## src/rtl/timer_pkg.sv

```systemverilog
// Shared widths, digit limits and the BCD digit type for the countdown timer.
package timer_pkg;
    localparam int BCD_W        = 4;
    localparam int DIGIT_MAX    = 9;
    localparam int SEC_TENS_MAX = 5;

    typedef logic [BCD_W-1:0] bcd_t;
endpackage

```

## src/rtl/bcd_digit_down.sv

```systemverilog
// One BCD down-counting digit: shift-load from the neighbour, decrement on borrow,
// wrap from 0 to MAX, and report its own zero state for the borrow chain.
module bcd_digit_down
    import timer_pkg::*;
#(
    parameter int MAX = DIGIT_MAX
) (
    input  logic clk,
    input  logic clrn,
    input  logic shift_en,
    input  bcd_t shift_in,
    input  logic dec_en,
    input  logic borrow_in,
    output bcd_t q,
    output logic borrow_out,
    output logic is_zero
);
    bcd_t q_reg;
    bcd_t q_next;

    assign is_zero    = (q_reg == '0);
    assign borrow_out = borrow_in & is_zero;
    assign q          = q_reg;

    // A keypad value above MAX still counts down plainly; only a wrap reloads MAX.
    always_comb begin
        q_next = q_reg;
        if (shift_en) begin
            q_next = shift_in;
        end else if (dec_en && borrow_in) begin
            q_next = is_zero ? bcd_t'(MAX) : q_reg - bcd_t'(1);
        end
    end

    always_ff @(posedge clk or negedge clrn) begin
        if (!clrn) begin
            q_reg <= '0;
        end else begin
            q_reg <= q_next;
        end
    end
endmodule

```

## src/rtl/countdown_timer_bcd.sv

```systemverilog
// Keypad-loaded BCD minutes:seconds countdown with a one-cycle done pulse.
// Leading-zero blanking is built only when TIMER_LZB_EN is defined.
module countdown_timer_bcd
    import timer_pkg::*;
#(
    parameter  int MIN_DIGITS = 1,
    localparam int ND         = MIN_DIGITS + 2
) (
    input  logic                clk,
    input  logic                clrn,
    input  logic [BCD_W-1:0]    data,
    input  logic                loadn,
    input  logic                enable,
    input  logic                tick,
    output logic [BCD_W*ND-1:0] digits_out,
    output logic [ND-1:0]       blank,
    output logic                zero,
    output logic                done
);
    bcd_t          digit_q [ND];
    logic          borrow  [ND+1];
    logic [ND-1:0] is_zero;
    logic [ND-1:0] upper_zero;
    logic          load_ok;
    logic          dec;
    logic          done_reg;
    logic          done_next;

    // Invalid keypad codes leave every digit untouched.
    assign load_ok   = !loadn && (data <= bcd_t'(DIGIT_MAX));
    assign borrow[0] = 1'b1;
    // The borrow chain running out of digits means the count is already 0:0.
    assign dec       = loadn && enable && tick && !borrow[ND];

    generate
        for (genvar gi = 0; gi < ND; gi++) begin : g_digit
            localparam int DMAX = (gi == 1) ? SEC_TENS_MAX : DIGIT_MAX;
            bcd_t shift_in;

            if (gi == 0) begin : g_first
                assign shift_in = data;
            end else begin : g_rest
                assign shift_in = digit_q[gi-1];
            end

            bcd_digit_down #(
                .MAX(DMAX)
            ) u_digit (
                .clk       (clk),
                .clrn      (clrn),
                .shift_en  (load_ok),
                .shift_in  (shift_in),
                .dec_en    (dec),
                .borrow_in (borrow[gi]),
                .q         (digit_q[gi]),
                .borrow_out(borrow[gi+1]),
                .is_zero   (is_zero[gi])
            );

            assign digits_out[gi*BCD_W +: BCD_W] = digit_q[gi];
        end
    endgenerate

    // upper_zero[i]: digit i and everything more significant are zero.
    always_comb begin
        upper_zero         = '0;
        upper_zero[ND-1]   = is_zero[ND-1];
        for (int i = ND - 2; i >= 0; i--) begin
            upper_zero[i] = is_zero[i] & upper_zero[i+1];
        end
    end

    assign zero = upper_zero[0];

    // The count lands on zero exactly when a decrement is applied to ..0:01.
    assign done_next = dec && upper_zero[1] && (digit_q[0] == bcd_t'(1));

    always_ff @(posedge clk or negedge clrn) begin
        if (!clrn) begin
            done_reg <= 1'b0;
        end else begin
            done_reg <= done_next;
        end
    end

    assign done = done_reg;

`ifdef TIMER_LZB_EN
    assign blank = upper_zero;
`else
    assign blank = '0;
`endif
endmodule

```

## config.mk

```make
export PLATFORM = sky130hd
export DESIGN_NAME = countdown_timer_bcd
export DESIGN_NICKNAME = d
export VERILOG_FILES = /design/src/rtl/timer_pkg.sv /design/src/rtl/bcd_digit_down.sv /design/src/rtl/countdown_timer_bcd.sv
export SDC_FILE = /design/constraint.sdc
export NUM_CORES = 1
export LEC_CHECK = 0
export BUFFER_PORTS_ARGS = -buffer_cell sky130_fd_sc_hd__buf_2
export CAP_MARGIN = 20
export CORE_ASPECT_RATIO = 1.1
export CORE_MARGIN = 4
export CORE_UTILIZATION = 33
export CTS_CLUSTER_SIZE = 25
export DETAILED_ROUTE_END_ITERATION = 16
export PLACE_DENSITY = 0.57
export SLEW_MARGIN = 30
export SYNTH_ARGS = -nofsm -noshare
export SYNTH_HDL_FRONTEND = slang
export SYNTH_HIERARCHICAL = 1
export SYNTH_SLANG_ARGS = --single-unit
```

## constraint.sdc

```tcl
create_clock -name clk -period 5.7 [get_ports clk]
set_input_delay 1.14 -clock clk [delete_from_list [all_inputs] [get_ports clk]]
set_output_delay 1.14 -clock clk [all_outputs]
set_load 0.02 [all_outputs]
```

==> metrics.sh <==
CLOCK_TREE.ROOT_CELL='clkbuf_4'
CTS.CLK_SLEW.WORST_PATHS_PS=80
TIMING.FINAL.HOLD_VIOLATIONS=0
LARGEST_REG_FLOPS=12
GLOBAL_ROUTE.USAGE.TOTAL_PCT=13.0
DETAILROUTE.VIA_COUNT=725
SYNTH.CELL_AREA_UM2=788
GLOBALROUTEMET2UTIL_PCT=22.0
DESIGN_POWER_TOTAL_uW=274
MET1_GRT_UTIL_PCT=15.9
CTS_HOLD_BUF=0
SYNTH_TOP_CELL_AREA_SHARE_PCT=41.3
NUMCLOCKSINKS=13
LAYOUT_COMMON_CELLS='22 x buf_2, 13 x dfrtp_1, 10 x nand2_1, 8 x nor2_1, 7 x o21ai_1'
NETS=122
SHARE_OF_POST_ROUTE_CELLS_WITH_DRIVE_STRENGTH_ABOVE_1_PCT=25.0
DRV.MAX_CAP_VIOLATION_COUNT=0
WORSTSETUPENDPOINTTYPE='primary output'
PLACE_WORST_SETUP_SLACK_PS=3240
SHARE_OF_THE_SYNTHESIZED_AREA_IN_COMPOUND_GATES_AO_OA_AOI_OAI_PCT=14.3
RSZ0062_AT_GRT='false'
AVGSYNTHCELLAREA_UM2=9.27
FIRSTDRTPASSITERS=4
SYNTH_MUX_AREA_SHARE_PCT=2.54
GRT_FIRST_PASS_WIRELENGTH_UM=3110
YOSYSWARNINGS=6
POSTSYNTHCELLCOUNT=85
POWER.STATIC_LEAKAGE_uW=0.000430
HOLDCRITPATHCLASS='reg2reg'
WORST_IR_DROP_VDD_V=0.000116
DOMINANT_CELL_TYPE_BY_AREA_AFTER_SYNTHESIS='dfrtp_1'
CTS.PATH.MAX_BUFFERS=2
STARTPOINT_OF_THE_LOWEST_SLACK_HOLD_PATH='g_digit[1].u_digit/q[3]'
FIRST_ITER_VIOLATIONS=24
REGTOREGSTARTPOINT='g_digit[0].u_digit/q[2]'
FINAL-MAX-SLEW-VIOLATION-COUNT=0
TIMING.CRITICAL_PATH.FROM='g_digit[0].u_digit/q[2]'
IO_BUFFER_COUNT=22
TOP_USAGE_LAYER='met2'
CTS_MAX_LEVEL=1
MAXCLOCKFREQUENCY_MHz=376
IO_PINS=26
ANTENNA_CELLS=0
FINALWEIGHTEDCONGESTION=0.712
GRT_MAX_DEGREE=19
GRT_PASS1_VIAS=709
CRITICAL_PATH_REQUIRED_PS=4560
ROWS=18
DOMINANT_CELLS_BY_AREA_AFTER_SYNTHESIS='dfrtp_1 41%, and4bb_1 4.8%, nand2_1 4.8%, o21ai_1 4.4%, nor2_1 3.8%'
DRC_ERRORS=0
CRITICAL_PATH.STARTPOINT_TYPE='register'
ROUTE.ANTENNA.REMAINING_NETS=0
POSTLAYOUTCELLAREA_UM2=957
LAYOUT.FILLER_CELLS=245
POST_DP_CELL_AREA_UM2=931
NUMCTSBUFFERS=3
GR-TOTAL-OVERFLOW=0
YS_FF_LATCH=13
SEQUENTIAL_AREA_SHARE_AFTER_SYNTHESIS_PCT=41.3
DETAILED_PLACE_HPWL_UM=1380
CLOCK_INSERTION_DELAY_WORST_SKEW_PS=270
RATIO_OF_TOTAL_POWER_TO_CELL_AREA_nW_PER_UM2=287
MOST_COMMON_CELL_AFTER_LAYOUT_FILL_AND_TAPS_ASIDE='buf_2'
FIN_WORST_SKEW_PS=5.52
CTS_REPAIR_RESIZE_COUNT=0
SYNTH-XOR-AREA-SHARE_PCT=4.44
CORE-AREA_UM2=2270
INITIAL_ANTENNA_VIOLATION_COUNT=0
SYNTH-ADDER-AREA-SHARE_PCT=0
TCRIT_TCLK_FINAL_PCT=46.6
DIE_HEIGHT_UM=59.3
FLOORPLAN.DIE.WIDTH_UM=54.6
SETUP_VIOL=0
FIN_TNS_SETUP_PS=0
SETUP_SLACK_PS=3040
AREA_DELTA_SYNTH_FINAL_PCT=21.4
YS_TYPES=28
CTS_TREE='built'
LAYOUT.CORE_UTILIZATION_PCT=42.1
CRITPATHARRIVALTIME_PS=1520
KIND_OF_CRITICAL_PATH='reg2out'
WL_UM=1880
POST-ROUTE-MIN-PERIOD_PS=2660
CP_MAX_FO=9
YOSYS.AREA_SHARE.SIMPLE_PCT=32.1
START_UTIL_PCT=34.7
GLOBALROUTEMET3UTIL_PCT=0.756
DIE_AREA_UM2=3240
RUN_STATUS='completed'
COMBINATIONAL_FAMILY_WITH_THE_MOST_AREA_AFTER_SYNTHESIS='simple AND/OR/NAND/NOR gates'
POST_DRT_WL_PER_CELL_UM=13.2
POSTCTSSETUPBUFFERS=0
DRT-VIAS-PER-INSTANCE=5.11
## per-layer routing
metal | up-vias | routed length [um] | part of all wire, %
met5 | - | 0 | 0
met4 | 0 | 23 | 1.2
met3 | 2 | 78 | 4.1
met2 | 18 | 904 | 48
met1 | 350 | 872 | 46
li1 | 355 | - | -
## power breakdown
group          internal [uW]  switching [uW]
Combinational           33.6            48.1
Clock                   27.1            28.5
Sequential               108            29.6
## cells by family after synthesis
logic type,count (synthesis)
AOI/OAI and AO/OA,18
xor gates and xnor gates,4
buffers and inverters,6
DFF,13
muxes,2
other,2
and+or+nand+nor,40
## final timing paths
| path | to | slack [ps] | cells past startpoint |
|---|---|---|---|
| max reg2reg | g_digit[2].u_digit/q[3] | 3270 | 8 |
| max in group asynchronous | g_digit[2].u_digit/q[2] | 4720 | 1 |
| min | g_digit[1].u_digit/q[3] | 630 | 2 |
| min reg2reg | g_digit[1].u_digit/q[3] | 630 | 2 |
| min in group asynchronous | g_digit[0].u_digit/q[2] | 740 | 1 |
| max | zero | 3040 | 3 |
## Yosys cell counts, drive strengths merged
master  instances
a221o           1
a31oi           4
and2            3
and3            1
and4b           2
and4bb          4
buf             3
clkbuf          1
conb            2
dfrtp          13
inv             2
mux2i           2
nand2          10
nand3b          1
nor2            8
nor2b           3
nor4            4
o21a            1
o21ai           9
o31ai           1
o41ai           2
or3b            2
or4             2
xnor2           1
xor2            3
## cell type report
cell class	instances	area, um2	area share, %
Timing Repair Buffer	23	118	12.3
Multi-Input combinational cell	70	443	46.3
Tap cell	30	37.5	3.92
Clock buffer	4	26.3	2.75
Sequential cell	13	325	34.0
Inverter	2	7.51	0.784
## stage by stage
| stage | instances | hold WS, ps |
|---|---|---|
| 2_1_floorplan | 89 | 667 |
| 3_3_place_gp | 138 | 593 |
| 3_5_place_dp | 138 | 614 |
| 4_1_cts | 142 | 624 |
| 5_1_grt | 142 | 687 |
| 6_report | 142 | 625 |
## worst max-delay path: stages, from the launching register on
cell	delay, ps
dfrtp_1	480
nor4_1	410
and3_1	200
buf_2	160
Note: power is estimated with default switching activity, not from simulation.
